[config.mk]
export PLATFORM = sky130hd
export DESIGN_NAME = uart_rx
export DESIGN_NICKNAME = d
export VERILOG_FILES = /design/src/rtl/uart_pkg.sv /design/src/rtl/uart_rx_sync.sv /design/src/rtl/uart_rx.sv
export SDC_FILE = /design/constraint.sdc
export NUM_CORES = 1
export LEC_CHECK = 0
export CAP_MARGIN = 20
export CORE_ASPECT_RATIO = 0.8
export CORE_MARGIN = 3
export CORE_UTILIZATION = 61
export DETAILED_ROUTE_END_ITERATION = 16
export DONT_BUFFER_PORTS = 1
export GPL_ROUTABILITY_DRIVEN = 0
export PLACE_DENSITY = 0.84
export SLEW_MARGIN = 40
export SYNTH_ARGS = -nofsm -noshare
export SYNTH_HDL_FRONTEND = slang
export SYNTH_SLANG_ARGS = --single-unit
[constraint.sdc]
create_clock -name clk -period 3 [get_ports clk]
set_clock_uncertainty 0.1 [all_clocks]
set_input_delay 0.6 -clock clk [delete_from_list [all_inputs] [get_ports clk]]
set_output_delay 0.6 -clock clk [all_outputs]
set_load 0.05 [all_outputs]
[src/rtl/uart_pkg.sv]
// Shared UART definitions: receiver FSM encoding, frame width and baud helper.
// The PARITY state exists only when UART_RX_PARITY_EN is defined.
package uart_pkg;

    localparam int unsigned DATA_BITS = 8;

    typedef enum logic [2:0] {
        IDLE   = 3'd0,
        START  = 3'd1,
        DATA   = 3'd2,
`ifdef UART_RX_PARITY_EN
        PARITY = 3'd3,
`endif
        STOP   = 3'd4,
        BREAK  = 3'd5
    } state_t;

    // Clocks per bit for a given system clock and line rate; shared with the transmitter.
    function automatic int unsigned clks_per_bit(input int unsigned clk_freq,
                                                 input int unsigned baud);
        return clk_freq / baud;
    endfunction

endpackage

[src/rtl/uart_rx_sync.sv]
// Two-flop synchroniser for asynchronous pad inputs; flops reset to 1 (line idle).
module uart_rx_sync #(
    parameter int unsigned W = 1
) (
    input  logic         clk,
    input  logic         rst,
    input  logic [W-1:0] d,
    output logic [W-1:0] q
);

    logic [W-1:0] meta;

    // Metastability filter: two back-to-back flops.
    always_ff @(posedge clk) begin
        if (rst) begin
            meta <= '1;
            q    <= '1;
        end else begin
            meta <= d;
            q    <= meta;
        end
    end

endmodule

[src/rtl/uart_rx.sv]
// 8N1 UART receiver with valid/ready byte output.
// Optional parity bit between data and stop: define UART_RX_PARITY_EN.
// CLKS_PER_BIT = CLK_FREQ/BAUD must be at least 4.
module uart_rx
    import uart_pkg::*;
#(
    parameter int unsigned CLK_FREQ   = 12000000,
    parameter int unsigned BAUD       = 9600,
    parameter int unsigned PARITY_ODD = 0
) (
    input  logic       clk,
    input  logic       rst,
    input  logic       rx,
    output logic [7:0] data,
    output logic       valid,
    input  logic       ready,
    output logic       frame_err,
    output logic       overrun,
    output logic       parity_err
);

    localparam int unsigned CLKS_PER_BIT = clks_per_bit(CLK_FREQ, BAUD);
    localparam int unsigned HALF_BIT     = CLKS_PER_BIT / 2;
    localparam int unsigned CNT_W        = $clog2(CLKS_PER_BIT);
    localparam int unsigned IDX_W        = $clog2(DATA_BITS);

    localparam logic [CNT_W-1:0] CNT_FULL = CNT_W'(CLKS_PER_BIT - 1);
    localparam logic [CNT_W-1:0] CNT_HALF = CNT_W'(HALF_BIT - 1);
    localparam logic [IDX_W-1:0] IDX_LAST = IDX_W'(DATA_BITS - 1);

    state_t               state;
    logic [CNT_W-1:0]     bit_cnt;
    logic [IDX_W-1:0]     idx;
    logic [DATA_BITS-1:0] shift;
    logic                 rxs;

`ifdef UART_RX_PARITY_EN
    logic                 par_bad;
`else
    logic                 unused_cfg;
    assign unused_cfg = ^PARITY_ODD;
    assign parity_err = 1'b0;
`endif

    uart_rx_sync #(.W(1)) u_sync (
        .clk (clk),
        .rst (rst),
        .d   (rx),
        .q   (rxs)
    );

    // Frame FSM, bit timing, deserialiser and output handshake.
    always_ff @(posedge clk) begin
        if (rst) begin
            state     <= IDLE;
            bit_cnt   <= '0;
            idx       <= '0;
            shift     <= '0;
            data      <= 8'h00;
            valid     <= 1'b0;
            frame_err <= 1'b0;
            overrun   <= 1'b0;
`ifdef UART_RX_PARITY_EN
            par_bad    <= 1'b0;
            parity_err <= 1'b0;
`endif
        end else begin
            frame_err <= 1'b0;
            overrun   <= 1'b0;
`ifdef UART_RX_PARITY_EN
            parity_err <= 1'b0;
`endif
            if (valid && ready) begin
                valid <= 1'b0;
            end

            case (state)
                IDLE: begin
                    bit_cnt <= '0;
                    if (!rxs) begin
                        state <= START;
                    end
                end

                // Re-check the line at mid start bit to reject glitches.
                START: begin
                    if (bit_cnt == CNT_HALF) begin
                        bit_cnt <= '0;
                        idx     <= '0;
                        state   <= rxs ? IDLE : DATA;
                    end else begin
                        bit_cnt <= bit_cnt + CNT_W'(1);
                    end
                end

                DATA: begin
                    if (bit_cnt == CNT_FULL) begin
                        bit_cnt    <= '0;
                        shift[idx] <= rxs;
                        if (idx == IDX_LAST) begin
`ifdef UART_RX_PARITY_EN
                            state <= PARITY;
`else
                            state <= STOP;
`endif
                        end else begin
                            idx <= idx + IDX_W'(1);
                        end
                    end else begin
                        bit_cnt <= bit_cnt + CNT_W'(1);
                    end
                end

`ifdef UART_RX_PARITY_EN
                PARITY: begin
                    if (bit_cnt == CNT_FULL) begin
                        bit_cnt <= '0;
                        par_bad <= rxs != ((^shift) ^ PARITY_ODD[0]);
                        state   <= STOP;
                    end else begin
                        bit_cnt <= bit_cnt + CNT_W'(1);
                    end
                end
`endif

                // Mid stop bit: deliver, drop on overrun, or flag framing error.
                STOP: begin
                    if (bit_cnt == CNT_FULL) begin
                        bit_cnt <= '0;
                        if (rxs) begin
                            if (!valid || ready) begin
                                data  <= shift;
                                valid <= 1'b1;
                            end else begin
                                overrun <= 1'b1;
                            end
`ifdef UART_RX_PARITY_EN
                            parity_err <= par_bad;
`endif
                            state <= IDLE;
                        end else begin
                            frame_err <= 1'b1;
                            state     <= BREAK;
                        end
                    end else begin
                        bit_cnt <= bit_cnt + CNT_W'(1);
                    end
                end

                // Hold off until the line returns high so a break gives one error.
                BREAK: begin
                    bit_cnt <= '0;
                    if (rxs) begin
                        state <= IDLE;
                    end
                end

                default: begin
                    state   <= IDLE;
                    bit_cnt <= '0;
                end
            endcase
        end
    end

endmodule

==> results of run 1 <==
[cells by family (layout without fill, tap and decap cells)]
kind of cell | after synthesis | after routing | share of synthesized area
other | 1 | 1 | 0.00217
xor gates and xnor gates | 9 | 9 | 0.0457
muxes | 17 | 17 | 0.0987
and+or+nand+nor | 89 | 89 | 0.282
DFF | 38 | 38 | 0.441
buffers and inverters | 15 | 11 | 0.0363
AOI/OAI and AO/OA | 15 | 15 | 0.0581
adders and majority gates | 5 | 5 | 0.0363
[cells in the mapped netlist (2+ instances only)]
master                     number  area (um2)
sky130_fd_sc_hd__dfxtp_1       38         761
sky130_fd_sc_hd__nor2_1        35         131
sky130_fd_sc_hd__mux2i_1       17         170
sky130_fd_sc_hd__clkbuf_1       9        33.8
sky130_fd_sc_hd__nand3_1        8        40.0
sky130_fd_sc_hd__nand2_1        7        26.3
sky130_fd_sc_hd__a21oi_1        6        30.0
sky130_fd_sc_hd__nand4_1        6        37.5
sky130_fd_sc_hd__ha_1           5        62.6
sky130_fd_sc_hd__nand2b_1       5        31.3
sky130_fd_sc_hd__xor2_1         5        43.8
sky130_fd_sc_hd__xnor2_1        4        35.0
sky130_fd_sc_hd__and3_1         3        18.8
sky130_fd_sc_hd__inv_1          3        11.3
sky130_fd_sc_hd__nor4b_1        3        26.3
sky130_fd_sc_hd__o21ai_0        3        15.0
sky130_fd_sc_hd__and2_1         2        12.5
sky130_fd_sc_hd__and4_1         2        17.5
sky130_fd_sc_hd__buf_2          2        10.0
sky130_fd_sc_hd__nand4b_1       2        17.5
sky130_fd_sc_hd__nor3_1         2        10.0
sky130_fd_sc_hd__nor4_1         2        12.5
sky130_fd_sc_hd__nor4bb_1       2        20.0
sky130_fd_sc_hd__or2_2          2        12.5
sky130_fd_sc_hd__or3b_1         2        17.5
[critical path, delay by kind of cell (launching register included)]
kind | cells | cell delay [ns]
adder cells (fa/ha/maj) | 1 | 0.16
flip-flops | 1 | 0.42
multiplexers | 1 | 0.29
AND/OR/NAND/NOR | 4 | 1.41
[power by group through the flow]
stage / registers [mW] / clock network, mW / logic (mW)
final: 0.518 / 0.268 / 0.0333
after global routing: 0.519 / 0.292 / 0.0378
after CTS: 0.517 / 0.273 / 0.0336
after detailed placement: 0.529 / 0 / 0.0335
after global placement: 0.528 / 0 / 0.0330
after floorplan: 0.522 / 0 / 0.0418
[layout make-up]
type | instances | share of cell area
clock inverter | 1 | 0.00281
multi-input combinational | 136 | 0.507
clock buffer | 7 | 0.0310
tap | 36 | 0.0253
sequential | 38 | 0.428
inverter | 3 | 0.00633
[through the flow]
step	std cells	power, mW	hold WS, ns
global route	221	0.849	0.195
detailed placement	213	0.563	0.301
finish	221	0.819	0.204
global placement	213	0.561	0.300
CTS	221	0.824	0.202
floorplan	189	0.563	0.289
[per-layer routing]
metal  up-vias  track usage  share of wire
li1        646            -              -
met4         0       0.0931          0.017
met2        24        0.311           0.43
met1       580        0.232           0.49
met3         8       0.0668          0.056
met5         -            0              0
[path summary, 6_finish.rpt]
kind | cells after the start | slack (ns) | start | to
hold reg to reg | 1 | 0.32 | u_sync.meta$_SDFF_PP1_ | u_sync.q$_SDFF_PP1_
setup / recovery | 6 | 0.51 | bit_cnt[0]$_SDFF_PP0_ | data[1]$_SDFFE_PP0P_
hold / removal | 1 | 0.20 | rst | idx[1]$_SDFFE_PP0P_
setup reg to reg | 6 | 0.51 | bit_cnt[0]$_SDFF_PP0_ | data[1]$_SDFFE_PP0P_
[layout by cell type, fill, tap and decap left out, types with 3 or more instances in the layout]
| cell | n |
|---|---|
| sky130_fd_sc_hd__ha_1 | 5 |
| sky130_fd_sc_hd__nand2b_1 | 5 |
| sky130_fd_sc_hd__nor2_1 | 35 |
| sky130_fd_sc_hd__dfxtp_1 | 38 |
| sky130_fd_sc_hd__and3_1 | 3 |
| sky130_fd_sc_hd__mux2i_1 | 17 |
| sky130_fd_sc_hd__nand4_1 | 6 |
| sky130_fd_sc_hd__clkbuf_4 | 5 |
| sky130_fd_sc_hd__a21oi_1 | 6 |
| sky130_fd_sc_hd__nand2_1 | 7 |
| sky130_fd_sc_hd__nand3_1 | 8 |
| sky130_fd_sc_hd__xor2_1 | 5 |
| sky130_fd_sc_hd__o21ai_0 | 3 |
| sky130_fd_sc_hd__inv_1 | 3 |
| sky130_fd_sc_hd__nor4b_1 | 3 |
| sky130_fd_sc_hd__xnor2_1 | 4 |
[sequential cells by signal, indices dropped and copies added (netlist names)]
name and cells:
u_sync.q 1, u_sync.meta 1, bit_cnt 11, overrun 1, valid 1, data 8, shift 8, idx 3
state 3, frame_err 1
==> flow_summary.yaml, run 1 <==
global_route:
  grt_pass1_wl_mm: 5.00
  global_route.overflow_total: 0
  antenna_found_initial: 0
  groute.usage.overall: 0.192
  grt_start_max_net_pins: 30
  grt_pass1_vias: 1090
clock_network:
  cts_sinks: 38
  cts_root_buf: "sky130_fd_sc_hd__clkbuf_4"
  cts-hold-fix-buffers: 0
  clk_pin_slew_ns: 0.11
  post_cts_repair_timing_setup_buffer_count: 0
  cts_max_level: 2
  clock_latency_ns: 0.35
  cts_made_buffers: 5
  cts_tree: "yes"
  max-clock-path-buffers: 2
  post_cts_resized: 0
layout:
  syn_to_final_growth_pct: 3.12
  design.final.nets: 193
  drive_gt1_frac: 0.0757
  antenna-diode-count: 0
  multiInputGateArea_um2: 901
  fillers: 218
  fin_util: 0.694
  fin_area_um2: 1780
  seqCellArea_um2: 761
timing:
  fin_crit_sh: 0.831
  timing.final.crit_period_ns: 2.49
  worst_slew_pin_slew_ns: 0.594
  rsz0062_at_grt: "no"
  max_freq_mhz: 401
  setup_slack_ns: 0.506
  timing.final.hold_violations: 0
  slew_viols_final: 0
  final-setup-viol-count: 0
  maxSlewHeadroom: 0.603
  totalNegativeSetupSlack_ns: 0
yosys:
  yosysSeqAreaShare: 0.441
  yosysUniqueCellTypes: 39
  synth_warnings: 0
  syn_avg_cell_area_um2: 9.12
  ys_seq_elements: 38
  synth_enable_flop_cells: 0
  synthesis.instances: 189
  synthArstFlopShare: 0
  syn-cell-area_um2: 1720
  postSynth.topFlopCell: "sky130_fd_sc_hd__dfxtp_1"
  synthesis.nets: 198
worst_setup_path:
  critical_path.startpoint_type: "register"
  worst-endpoint-required_ns: 3.14
  timing.critical_path.slowest_cell_delay_ns: 0.53
  cp_data_arrival_time_ns: 2.63
  crit_path_max_delay_cell_type: "sky130_fd_sc_hd__and4_1"
  critical_path.max_fanout: 8
  critical_path.cell_chain: "ha_1, nor4bb_1, and3_1, and4_1, mux2i_1, nor2_1"
  critPathKind: "register to register"
  setup.worst_path.end_class: "register"
power_and_ir_drop:
  internal-power_mw: 0.636
  seqPwrFrac: 0.632
  p_clk_frac: 0.327
  net-switching-power_mw: 0.183
  power_leakage_nw: 0.610
  max_vdd_drop_mv: 0.309
  power_density_nw_per_um2: 460
  combinationalPowerShare: 0.041
  switching_share: 0.223
detailed_routing:
  routed_via_density: 5.69
  drt_iter0_markers: 71
  post_drt_wl_per_cell_um: 13.4
  via_count: 1258
  post-route-drc-count: 0
  route.final.wire_length_mm: 2.96
  detail_route.first_pass.iterations: 4
  ant_nets: 0
floorplanning:
  core.rowCount: 16
  initial_core_util: 0.673
  num_io_pins: 16
  die_w_um: 65.4
  die_y_um: 53.6
  design.die.area_um2: 3500
  core_ar_um2: 2560
outcome:
  outcome: "finished clean"
flow_run:
  maxCapViolations: 0
place:
  dp_slack_ns: 0.566
  detailedPlacementHpwl_mm: 2.18
  placement.cell_area_um2: 1720
  port-buffer-count: 0
min_path:
  holdCritPathClass: "primary input to register"
(Power assumes the default switching activity.)
==> inputs of run 2 (changes only) <==
==> constraint.sdc (replaced) <==
create_clock -name clk -period 2.48 [get_ports clk]
set_clock_uncertainty 0.1 [all_clocks]
set_input_delay 0.496 -clock clk [delete_from_list [all_inputs] [get_ports clk]]
set_output_delay 0.496 -clock clk [all_outputs]
set_load 0.05 [all_outputs]
==> run 2 against run 1 <==
  * Sequential power rose by 21%
  * Worst hold slack got worse by 0.088 ns
  * Maximum frequency rose by 12%
  * Via count rose by 2.5%
  * Wire length rose by 7.1%
  * Largest cell class unchanged
==> flow_summary.yaml, run 2 (synthesis results as in run 1) <==
outcome:
  outcome: "finished clean"
clock_network:
  cts_tree: "yes"
  cts_max_level: 2
  clock_latency_ns: 0.33
  post_cts_resized: 0
  cts-hold-fix-buffers: 0
  cts_made_buffers: 5
  cts_root_buf: "sky130_fd_sc_hd__clkbuf_4"
  cts_sinks: 38
  max-clock-path-buffers: 2
  post_cts_repair_timing_setup_buffer_count: 0
  clk_pin_slew_ns: 0.10
layout:
  fin_util: 0.702
  antenna-diode-count: 0
  max_ffs_per_register: 11
  fillers: 211
  syn_to_final_growth_pct: 4.35
  layout.cells.non_filler: 223
  seqCellArea_um2: 761
  drive_gt1_frac: 0.0909
  reg_top3: "bit_cnt x11, data x8, shift x8"
  final_common_cell: "sky130_fd_sc_hd__dfxtp_1"
  multiInputGateArea_um2: 907
  most_frequent_cells_in_the_layout: "sky130_fd_sc_hd__dfxtp_1, sky130_fd_sc_hd__nor2_1, sky130_fd_sc_hd__mux2i_1, sky130_fd_sc_hd__nand3_1, sky130_fd_sc_hd__nand2_1"
  design.final.nets: 195
  regMostFlops: "bit_cnt"
place:
  port-buffer-count: 0
  detailedPlacementHpwl_mm: 2.36
  post-place-cells: 215
timing:
  fin_crit_sh: 0.898
  max_freq_mhz: 449
  timing.final.hold_violations: 0
  maxSlewHeadroom: 0.651
  final-setup-viol-count: 0
  timing.final.crit_period_ns: 2.23
  hold_ws_ns: 0.117
  totalNegativeSetupSlack_ns: 0
  slew_viols_final: 0
  worst_slew_pin_slew_ns: 0.522
  rsz0062_at_grt: "no"
worst_setup_path:
  setup.worst_path.end_class: "register"
  rr_worst_depth: 6
  critPathKind: "register to register"
  critical_path.max_fanout: 8
  critical_path.startpoint_type: "register"
  worst-endpoint-required_ns: 2.65
  cp_data_arrival_time_ns: 2.40
floorplanning:
  die_y_um: 53.6
  core_ar_um2: 2560
  num_io_pins: 16
  die_w_um: 65.4
  core.rowCount: 16
  design.die.area_um2: 3500
  initial_core_util: 0.673
detailed_routing:
  routed_via_density: 5.78
  route.final.wire_length_mm: 3.18
  detail_route.first_pass.iterations: 4
  ant_nets: 0
  post-route-drc-count: 0
  drt_iter0_markers: 48
  post_drt_wl_per_cell_um: 14.2
  via_count: 1290
power_and_ir_drop:
  switching_share: 0.222
  power_density_nw_per_um2: 550
  combinationalPowerShare: 0.044
  net-switching-power_mw: 0.220
  max_vdd_drop_mv: 0.490
  seqPwrFrac: 0.633
  p_clk_frac: 0.323
  internal-power_mw: 0.770
  power_leakage_nw: 0.621
min_path:
  holdCritPathClass: "primary input to register"
  count_of_cells_along_the_worst_hold_path: 1
global_route:
  antenna_found_initial: 0
  grt_pass1_vias: 1196
  global_route.overflow_total: 0
  grt_start_max_net_pins: 30
  grt_pass1_wl_mm: 5.33
  groute.usage.overall: 0.204
flow_run:
  maxCapViolations: 0
-- run 2: cell count changes in the layout (fill, tap and decap cells not counted) --
| cell | previous run | this run |
|---|---|---|
| sky130_fd_sc_hd__buf_4 | 0 | 2 |
| sky130_fd_sc_hd__nor4bb_1 | 2 | 1 |
| sky130_fd_sc_hd__nor4bb_2 | 0 | 1 |
-- run 2: power by group through the flow --
stage	logic [mW]	clock network (mW)	registers [mW]
after detailed placement	0.0431	0	0.640
after global routing	0.0499	0.354	0.627
after global placement	0.0392	0	0.639
after CTS	0.0432	0.334	0.626
after floorplan	0.0505	0	0.631
final	0.0435	0.319	0.627
-- run 2: path summary, 6_finish.rpt --
path	start	end	slack [ns]
min reg2reg	u_sync.meta$_SDFF_PP1_	u_sync.q$_SDFF_PP1_	0.32
max reg2reg	bit_cnt[0]$_SDFF_PP0_	state[1]$_SDFFE_PP0P_	0.25
min	rst	state[0]$_SDFFE_PP0P_	0.12
max	bit_cnt[0]$_SDFF_PP0_	state[1]$_SDFFE_PP0P_	0.25
-- run 2: metal layers --
metal | vias up | track usage | wire length (um)
li1 | 647 | - | -
met1 | 599 | 0.235 | 1410
met2 | 37 | 0.350 | 1520
met3 | 7 | 0.0689 | 195
met4 | 0 | 0.0897 | 53
met5 | - | 0 | 0
-- run 2: layout make-up --
class,instances,share of cell area
clock buffers,7,0.0306
inverters,3,0.00626
repair buffers,2,0.00834
clock inverters,1,0.00278
multi-input cells,136,0.504
flip-flops and latches,38,0.423
well taps,36,0.0250
-- run 2: worst max-delay path, stage by stage, from the launching register on --
cell and delay, ns:
sky130_fd_sc_hd__dfxtp_1 0.43, sky130_fd_sc_hd__ha_1 0.16, sky130_fd_sc_hd__nor4bb_2 0.39, sky130_fd_sc_hd__and3_1 0.30, sky130_fd_sc_hd__o22ai_2 0.16, sky130_fd_sc_hd__or4_1 0.48
sky130_fd_sc_hd__a21oi_1 0.14
-- run 2: through the flow --
step                      power, mW  instance area (um2)  setup slack, ns
after CTS                      1.00                 1790            0.157
after global placement        0.678                 1730            0.268
after detailed placement      0.683                 1730            0.188
after global routing           1.03                 1800           0.0778
final                         0.990                 1800            0.254
after floorplan               0.681                 1720            0.393
==> RTL edit: new RTL, config.mk and constraints of run 2 <==
Make the reset (`rst`) asynchronous in 2 clocked blocks.
--- a/src/rtl/uart_rx_sync.sv
+++ b/src/rtl/uart_rx_sync.sv
@@ -13,3 +13,3 @@
     // Metastability filter: two back-to-back flops.
-    always_ff @(posedge clk) begin
+    always_ff @(posedge clk or posedge rst) begin
         if (rst) begin
--- a/src/rtl/uart_rx.sv
+++ b/src/rtl/uart_rx.sv
@@ -52,3 +52,3 @@
     // Frame FSM, bit timing, deserialiser and output handshake.
-    always_ff @(posedge clk) begin
+    always_ff @(posedge clk or posedge rst) begin
         if (rst) begin
Check against the original RTL: no difference found for any inputs over 10 cycles, from zero or initial values and one cycle with rst high; that may be too few to reach the edited logic, so the function may still have changed.
==> RTL edit against run 2 <==
Synthesized area up 3.8%; utilization up 4.5 points; via count down 4.8%; final cell count down 9.4%; routed wire length up 4.4%; non-clock buffer count up 9; sequential cell count unchanged; final area up 9.0%; setup slack worse by 180 ps.
Power is not compared: it rests on default switching activity, and its combinational part moved more than twofold at a synthesized area within 25%.
==> RTL edit: results <==
group,metric,value,unit
outcome,outcome,"complete, no violations",
finish,diodes,0,
yosys,ys_seq_area_share,53.25,%
yosys,synthMuxAreaShare,10.69,%
setup_path,r2r_setup_slack,70,ps
global_routing,grt_pass1_wl,5768,um
yosys,synth_nets,164,
min_path,hold_depth,0,
cts,clock_path_buffers,2,
cts,ctsRootBufferMaster,"clkbuf_8",
yosys,synthAdderAreaFrac,3.494,%
yosys,yosys_warnings,0,
min_path,worstHoldStart,"rx",
global_routing,grt_max_degree,39,
power_and_ir_drop,p_sw,209.2,uW
yosys,yosys-top-cells-count,"dfrtp_1, mux2_2, nor2_1",
detailed_routing,totalWireLength,3314,um
setup_path,cp_slowest_cell,"or3b_2",
setup_path,crit_family,"simple AND/OR/NAND/NOR gates",
cts,clk_pin_slew_worst_paths,60,ps
setup_path,r2r_cells,4,
yosys,synth_area_leaders,"dfrtp_1, mux2_2, ha_1, nor2_1, dfstp_2",
yosys,async_reset_ff_share,100.0,%
cts,insertion_delay,290,ps
cts,cts_made_buffers,5,
timing,max_slew_margin,63.25,%
setup_path,critical_path_arrival,2480,ps
placement,place_hpwl,2307,um
detailed_routing,dr_total_vias,1228,
setup_path,crit_start,"state[1]$_DFFE_PP0P_",
yosys,synthDistinctLibCells,39,
power_and_ir_drop,finalPower,1027,uW
yosys,synth_compound_area_share,3.913,%
global_routing,grt.total_usage,22.62,%
power_and_ir_drop,p_seq,627,uW
setup_path,worstPathMaxFanout,6,
yosys,synth_flop_cell,"dfrtp_1",
min_path,hold_end,"u_sync.meta$_DFF_PP1_",
finish,fin_nets,175,
finish,drive_gt1_share,23.49,%
global_routing,antenna_found_initial,0,
cts,cts_setup_buffers,0,
setup_path,crit_path_max_incr_delay,520,ps
setup_path,rr_endpoint,"shift[2]$_DFFE_PP0P_",
yosys,synth_xor_area_share,4.403,%
power_and_ir_drop,leakage,0.0008972,uW
detailed_routing,drt-initial-drc-count,126,
## RTL edit: cell types whose count changed after synthesis, sizes merged, moves of 3 or more
cell / delta
dfxtp: -38
dfrtp: +36
nor2: -20
mux2: +17
mux2i: -17
clkbuf: -7
a21oi: -5
nand3: -3
nor4: +3
## RTL edit: cell type report
type	count	area [um^2]
fill	183	661.9
clock buffer	7	76.32
tap	36	45.04
inverter	5	18.77
sequential	38	953.4
timing repair buffer	11	82.58
multi-input combinational	105	784.5
## RTL edit: logic make-up after synthesis
logic type	count (synthesis)
simple gates	63
flops	38
mux	17
buf+inv	12
compound gates	10
xor+xnor	9
fa+ha+maj	5
other cells	1
## RTL edit: metal layers
metal | wire (um) | part of all wire, % | GRT usage (%)
met1 | 1477 | 45 | 28.50
met2 | 1526 | 46 | 35.20
met3 | 211 | 6.4 | 8.214
met4 | 99 | 3.0 | 10.47
met5 | 0 | 0 | 0
## RTL edit: worst max path at each step
| stage | depth (start not counted) | slack (ps) | end |
|---|---|---|---|
| floorplan | 5 | 220 | data[0]$_DFFE_PP0P_ |
| global placement | 4 | 170 | shift[2]$_DFFE_PP0P_ |
| detailed placement | 4 | 70 | shift[2]$_DFFE_PP0P_ |
| CTS | 4 | 60 | shift[2]$_DFFE_PP0P_ |
| global route | 4 | 30 | shift[2]$_DFFE_PP0P_ |
| finish | 4 | 70 | shift[2]$_DFFE_PP0P_ |
## RTL edit: metrics by stage
stage               cells  setup WS, ps  hold slack [ps]  area [um^2]
global route          202         27.86            72.62         1961
detailed placement    195         74.45            253.0         1884
CTS                   202         61.39            89.63         1961
floorplan             155         220.2            245.2         1790
finish                202         74.64            102.6         1961
global placement      195         170.5            247.6         1884
